--- config.mk ---
export PLATFORM = sky130hd
export DESIGN_NAME = regfile_dual_wr
export DESIGN_NICKNAME = d
export VERILOG_FILES = /design/src/rtl/regfile_dual_wr.sv
export SDC_FILE = /design/constraint.sdc
export NUM_CORES = 2
export LEC_CHECK = 0
export BUFFER_PORTS_ARGS = -buffer_cell sky130_fd_sc_hd__buf_2
export CELL_PAD_IN_SITES_DETAIL_PLACEMENT = 0
export CELL_PAD_IN_SITES_GLOBAL_PLACEMENT = 1
export CORE_ASPECT_RATIO = 1.4
export CORE_UTILIZATION = 30
export DETAILED_ROUTE_END_ITERATION = 12
export GPL_TIMING_DRIVEN = 1
export MAX_ROUTING_LAYER = met4
export PLACE_DENSITY_LB_ADDON = 0.1
export SLEW_MARGIN = 5
export SYNTH_ARGS = -nofsm -noshare
export SYNTH_HDL_FRONTEND = slang
export SYNTH_SLANG_ARGS = --single-unit
--- constraint.sdc ---
create_clock -name r_clk -period 12.6 [get_ports r_clk]
set_input_delay 0.63 -clock r_clk [delete_from_list [all_inputs] [get_ports r_clk]]
set_output_delay 0.63 -clock r_clk [all_outputs]
set_load 0.005 [all_outputs]
--- src/rtl/regfile_dual_wr.sv ---
// Register file with two combinational read ports and two synchronous write
// ports. Port B has priority over port A when both write the same entry.
// Reads see a write made in the same cycle. After reset, a sequential sweep
// loads every entry, and r_ready goes high when the sweep is complete.
module regfile_dual_wr #(
  parameter int DWIDTH    = 32,
  parameter int AWIDTH    = 5,
  parameter int INIT_MODE = 1,
  parameter int ZERO_REG  = 1
) (
  input  logic              r_clk,
  input  logic              r_rst,
  input  logic              r_wr_en_a,
  input  logic [AWIDTH-1:0] r_addr_in_a,
  input  logic [DWIDTH-1:0] r_data_in_a,
  input  logic              r_wr_en_b,
  input  logic [AWIDTH-1:0] r_addr_in_b,
  input  logic [DWIDTH-1:0] r_data_in_b,
  input  logic [AWIDTH-1:0] r_addr_out1,
  input  logic [AWIDTH-1:0] r_addr_out2,
  output logic [DWIDTH-1:0] r_data_out1,
  output logic [DWIDTH-1:0] r_data_out2,
  output logic              r_ready,
  output logic              r_wr_conflict
);

  localparam int DEPTH = 2 ** AWIDTH;

  typedef enum logic {
    ST_INIT = 1'b0,
    ST_RUN  = 1'b1
  } state_e;

  state_e            state_q;
  logic [AWIDTH-1:0] cnt_q;
  logic              ready_q;
  logic              conflict_q;
  logic [DWIDTH-1:0] data_reg [DEPTH];

  // A write to address 0 is discarded when address 0 is hard-wired to zero.
  logic zero_a, zero_b;
  logic wr_a_ok, wr_b_ok;
  logic conflict_d;
  logic [DWIDTH-1:0] init_val;

  assign zero_a  = (ZERO_REG != 0) && (r_addr_in_a == '0);
  assign zero_b  = (ZERO_REG != 0) && (r_addr_in_b == '0);
  assign wr_a_ok = (state_q == ST_RUN) && r_wr_en_a && !zero_a;
  assign wr_b_ok = (state_q == ST_RUN) && r_wr_en_b && !zero_b;

  // The sweep value is the counter zero-extended or truncated to DWIDTH, or all zeros.
  // NOTE: every variable assigned in always_comb gets a default value first,
  // so that no path leaves it unassigned and no latch is inferred.
  always_comb begin
    init_val = '0;
    if (INIT_MODE == 1) begin
      for (int i = 0; i < DWIDTH && i < AWIDTH; i++) init_val[i] = cnt_q[i];
    end
  end

  // A conflict is flagged when both ports write the same address that actually gets stored.
  always_comb begin
    conflict_d = (state_q == ST_RUN) && r_wr_en_a && r_wr_en_b &&
                 (r_addr_in_a == r_addr_in_b) && !zero_a;
  end

  // Control FSM: the INIT sweep counter, the ready flag and the registered conflict pulse.
  // NOTE: sequential state uses non-blocking (<=) assignments so that every
  // flop samples values from before the clock edge.
  always_ff @(posedge r_clk or negedge r_rst) begin
    if (!r_rst) begin
      state_q    <= ST_INIT;
      cnt_q      <= '0;
      ready_q    <= 1'b0;
      conflict_q <= 1'b0;
    end else begin
      case (state_q)
        ST_INIT: begin
          conflict_q <= 1'b0;
          if (cnt_q == '1) begin
            state_q <= ST_RUN;
            ready_q <= 1'b1;
          end else begin
            cnt_q <= cnt_q + 1'b1;
          end
        end
        default: begin
          conflict_q <= conflict_d;
        end
      endcase
    end
  end

  // Array update: the sweep writes during INIT, and ports A then B write during RUN (B wins).
  // NOTE: the storage array has no reset. Only the post-reset sweep
  // initialises it, so it maps onto plain RAM or flops without a reset.
  always_ff @(posedge r_clk) begin
    if (state_q == ST_INIT) begin
      data_reg[cnt_q] <= init_val;
    end else begin
      if (wr_a_ok) data_reg[r_addr_in_a] <= r_data_in_a;
      if (wr_b_ok) data_reg[r_addr_in_b] <= r_data_in_b;
    end
  end

  logic [AWIDTH-1:0] rd_addr [2];
  assign rd_addr[0] = r_addr_out1;
  assign rd_addr[1] = r_addr_out2;

  for (genvar p = 0; p < 2; p++) begin : g_rd
    logic [DWIDTH-1:0] data;

    // Read mux in priority order: zero register, bypass from B, bypass from A, then the array.
    always_comb begin
      data = '0;
      if (state_q == ST_RUN) begin
        if ((ZERO_REG != 0) && (rd_addr[p] == '0))           data = '0;
        else if (r_wr_en_b && (r_addr_in_b == rd_addr[p]))   data = r_data_in_b;
        else if (r_wr_en_a && (r_addr_in_a == rd_addr[p]))   data = r_data_in_a;
        else                                                 data = data_reg[rd_addr[p]];
      end
    end
  end

  assign r_data_out1   = g_rd[0].data;
  assign r_data_out2   = g_rd[1].data;
  assign r_ready       = ready_q;
  assign r_wr_conflict = conflict_q;

endmodule

Yosys cells after proc, flatten, opt, wreduce, memory -nomap -nowiden
Memory sizes are Yosys's and may differ from the RTL's.
Cells that the tools add are included.
{"block": "totals", "n_memories": 1, "ram_bits": 1024, "regBits": 8, "word_cells": 55, "out_inout_bits": 66}
{"block": "op_classes", "bitwise": 2, "reduce_logical": 20, "n_mux": 21, "addsub": 1, "n_eq_ne": 6}
{"memory": "data_reg", "words": 32, "width": 32, "read_ports": 2, "rd_clocked_by_memory_dff": 0, "wr": 2, "line_no": "38", "text": "logic [DWIDTH-1:0] data_reg [DEPTH];"}
{"cell": "two-way mux 32 bit", "count": 9}
{"cell": "OR reduction 32 bit", "count": 1}
{"cell": "equality test 5 bit", "count": 5}
{"cell": "logical NOT 5 bit", "count": 4}
{"cell": "logical AND 1 bit", "count": 11}
{"cell": "two-way mux 1 bit", "count": 11}
{"cell": "adder 5 x 1 -> 5 bit (second input constant)", "count": 1}
{"cell": "equality test 5 bit (second input constant)", "count": 1}
{"cell": "two-way mux 5 bit", "count": 1}
{"cell": "AND reduction 2 bit", "count": 2}
{"cell": "logical NOT 1 bit", "count": 2}
{"cell": "inverter 1 bit", "count": 2}

Depth between registers and ports, before layout
{"block": "logic_depth", "ltp_word": 8, "mapped_depth": 9, "ltp_nobuf": 6}

Worst setup path after synthesis
OpenSTA, ideal clock, no wires.
{"block": "synth_timing", "path_type": "input to register", "startpoint": "input port r_addr_in_a[2]", "endpoint": "memory data_reg[15][0] (enable)", "cell_stages": 7, "path_buffers": 2, "required_time_ns": 12.134, "slack_ns": 8.057, "setup_time_ns": 0.466, "arrival_time_ns": 4.077, "cell_sequence": "buf_2 -> nor4_4 -> a21oi_2 -> buf_2 -> mux2i_1 -> a21o_1 -> o21ai_0"}
{"item": "from (decl)", "line_no": "14", "text": "input logic [AWIDTH-1:0] r_addr_in_a,"}
{"item": "to (decl)", "line_no": "38"}

Worst setup path in the final report
{"block": "layout_timing", "startpoint": "input port r_addr_out2[2]", "endpoint": "output port r_data_out2[28]"}
{"block": "layout_via", "elab_chain_len": 6, "elab_cells_between_ends": 10}
{"item": "from (decl)", "line_no": "20", "text": "input logic [AWIDTH-1:0] r_addr_out2,"}
{"item": "branches (longest 4 deep; another with memory (32 x 32 bit))"}
{"item": "two-way mux 32 bit (*)", "line_no": "117", "text": "if ((ZERO_REG != 0) && (rd_addr[p] == '0)) data = '0;"}
{"item": "two-way mux 32 bit (*)", "line_no": "116", "text": "if (state_q == ST_RUN) begin"}
{"item": "to (decl)", "line_no": "22", "text": "output logic [DWIDTH-1:0] r_data_out2,"}
Every way passes the cells marked *.

==> impl_metrics.tcl <==
set metrics [dict create \
    synth_nets 4852 \
    die_h_microns 533 \
    clock_latency_ns 0.79 \
    power_frac_comb_pct 12.4 \
    hp-class "input port to asynchronous set/reset pin" \
    setup_tns_ns 0 \
    dieArea_sq_mm 0.203 \
    die_w_microns 381 \
    pwr-share-seq_pct 46.3 \
    synth_area_sq_mm 0.0604 \
    place_hpwl_mm 165 \
    cp-end-kind "primary output" \
    ys_ff_latch 1032 \
    ys_types 64 \
    cts_buffers 121 \
    cts.sinks 1032 \
    initial_core_util_pct 30.2 \
    port_buffers 153 \
    firstDrtPassIters 6 \
    setup-violations-final 0 \
    clockPowerShare_pct 41.3 \
    final_antenna_net_count 0 \
    synth_edf_count 1024 \
    asyncSetResetFlopFracSynth_pct 0.775 \
    vias 43539 \
    htreeDepth 3 \
    syn_to_final_growth_pct 11.7 \
    rsz0062_at_grt "no" \
    antenna_found_initial 37 \
    critPathMaxFanout 80 \
    drt_iter0_drc 5284 \
    routedWlPerCell_microns 38.7 \
    cp-start-kind "input port" \
    p_int_mw 5.99 \
    mostFrequentLayoutCells "edfxtp_1 (1024), nand2_1 (861), o21ai_0 (729), mux4_2 (506), mux2_2 (217)" \
    overflow 0 \
    gp_congestion 0.813 \
    post-route-period-util_pct 43.9 \
    largest_register_ffs 1024 \
    slew_viol_final 0 \
    cts_setup_buffers 0 \
    drive_above_1_share_pct 27.2 \
    pre_cts_slack_ns 7.14 \
    tightest_slew_ns 1.37 \
    status "finished clean" \
    grt_usage_pct 28.5 \
    cts.clk_slew.worst_paths_ns 0.07 \
    finalCriticalPeriod_ns 5.53 \
    p_sw_mw 2.25 \
    drv_cap 0 \
    core_sq_mm 0.200 \
    grt_max_degree 82 \
    setup_slack_ns 7.07 \
    syn_inst 4762 \
    power_density_mw_per_mm2 122 \
    cts_tree "built" \
    cts_max_path_buffers 3 \
    layout_commonest_cell "edfxtp_1" \
    finalClockSkew_ns 0.0389 \
    ir_drop_mv 0.117 \
    required_ns 11.97 \
    synth_area_per_cell_sq_um 12.7 \
    timing.fmax_mhz 181 \
    yosys_warnings 0 \
    synthFlopType "edfxtp_1" \
    ios 154 \
    grt_pass1_wl_mm 383 \
    wl_mm 286 \
    rows 194 \
    slew_headroom_pct 8.21 \
    drc 0 \
    grt_pass1_vias 42959 \
    hold_viol 0 \
    final_nets 4715 \
    switching_share_pct 27.3 \
    crit_type "input port to primary output" \
    ys_seq_area_share_pct 51.2 \
    p_leak_nw 22.6 \
    worstPathArrival_ns 4.90 \
    post_drt_via_cell_ratio 5.89 \
    ctsRootBufferMaster "clkbuf_16" \
]
Yosys cell counts (11+ instances only):
master	instances	share of area, %
edfxtp_1	1024	51
nand2_1	867	5.4
o21ai_0	750	6.2
mux4_2	506	19
clkbuf_1	345	2.1
mux2_2	217	4.0
nor2_1	181	1.1
buf_2	146	1.2
a21oi_1	105	0.87
o22ai_1	96	0.99
a22oi_1	64	0.80
o21ai_1	44	0.36
mux2i_1	41	0.68
inv_1	37	0.23
mux4_1	36	1.6
o2bb2ai_1	32	0.46
o211a_1	31	0.51
buf_4	28	0.35
o31ai_1	21	0.26
xnor2_1	18	0.26
buf_6	17	0.32
buf_1	12	0.075
o21bai_1	11	0.14
repair_timing:
action / in CTS / in global routing
endpoints found under the hold margin: 8 / 0
resized for setup: 0 / 0
hold buffers: 1 / 0
power groups by stage:
stage	logic, mW	clock network, mW	registers (mW)
6_report	1.02	3.40	3.82
5_1_grt	1.07	3.57	3.82
4_1_cts	1.02	3.45	3.82
3_5_place_dp	1.02	0	3.89
3_3_place_gp	1.01	0	3.89
2_1_floorplan	0.585	0	3.89
cell type report:
| cell class | count | area [sq um] |
|---|---|---|
| Multi-Input combinational cell | 3129 | 27300 |
| Clock inverter | 65 | 417 |
| Fill cell | 19630 | 132000 |
| Tap cell | 2646 | 3310 |
| Timing Repair Buffer | 304 | 2030 |
| Antenna cell | 13 | 32.5 |
| Clock buffer | 161 | 3220 |
| Inverter | 37 | 139 |
| Sequential cell | 1032 | 30900 |
final timing paths:
kind	from	end	cells after the start	slack (ns)
setup / recovery	r_addr_out2[2]	r_data_out2[28]	9	7.07
min in group r_clk	r_addr_in_a[2]	r_wr_conflict	3	0.26
setup reg to reg	state_q	data_reg[1][24]	6	8.38
hold reg to reg	r_ready	r_ready	1	0.55
max in group asynchronous	r_rst	cnt_q[3]	2	12.17
hold / removal	r_rst	r_wr_conflict	2	0.22
stage by stage:
step / power (mW) / cells / util (%) / hold slack, ns / cell area (sq um)
after floorplan: 4.48 / 4762 / - / 0.334 / 60400
after global placement: 4.90 / 7147 / 31.9 / 0.503 / 63800
after detailed placement: 4.91 / 7147 / 31.9 / 0.498 / 63800
after CTS: 8.29 / 7374 / 33.7 / 0.189 / 67400
after global routing: 8.45 / 7386 / 33.8 / 0.242 / 67400
final: 8.24 / 7387 / 33.8 / 0.220 / 67400
cell families after synthesis:
kind of cell | share of synthesized area (%)
AO/OA/AOI/OAI | 11.0
AND/OR/NAND/NOR | 7.45
flip-flops | 51.2
multiplexers | 25.2
buffers and inverters | 4.62
XOR/XNOR | 0.406
adder cells (fa/ha/maj) | 0.0414
metal layers:
metal	up-vias	global-route usage, %	share of wire, %
met5	-	-	0
li1	18102	-	-
met4	0	9.30	3.4
met3	428	3.64	6.7
met1	22984	36.6	41
met2	2025	46.7	49
critical path, stage by stage:
cell     delay [ns]
buf_8          0.49
buf_12         0.57
xor2_1         0.16
nor4_2         0.42
a31o_2         0.34
buf_4          0.58
o21ai_1        0.18
o31ai_1        1.01
buf_2          0.28
Power figures use the tool's default switching activity.
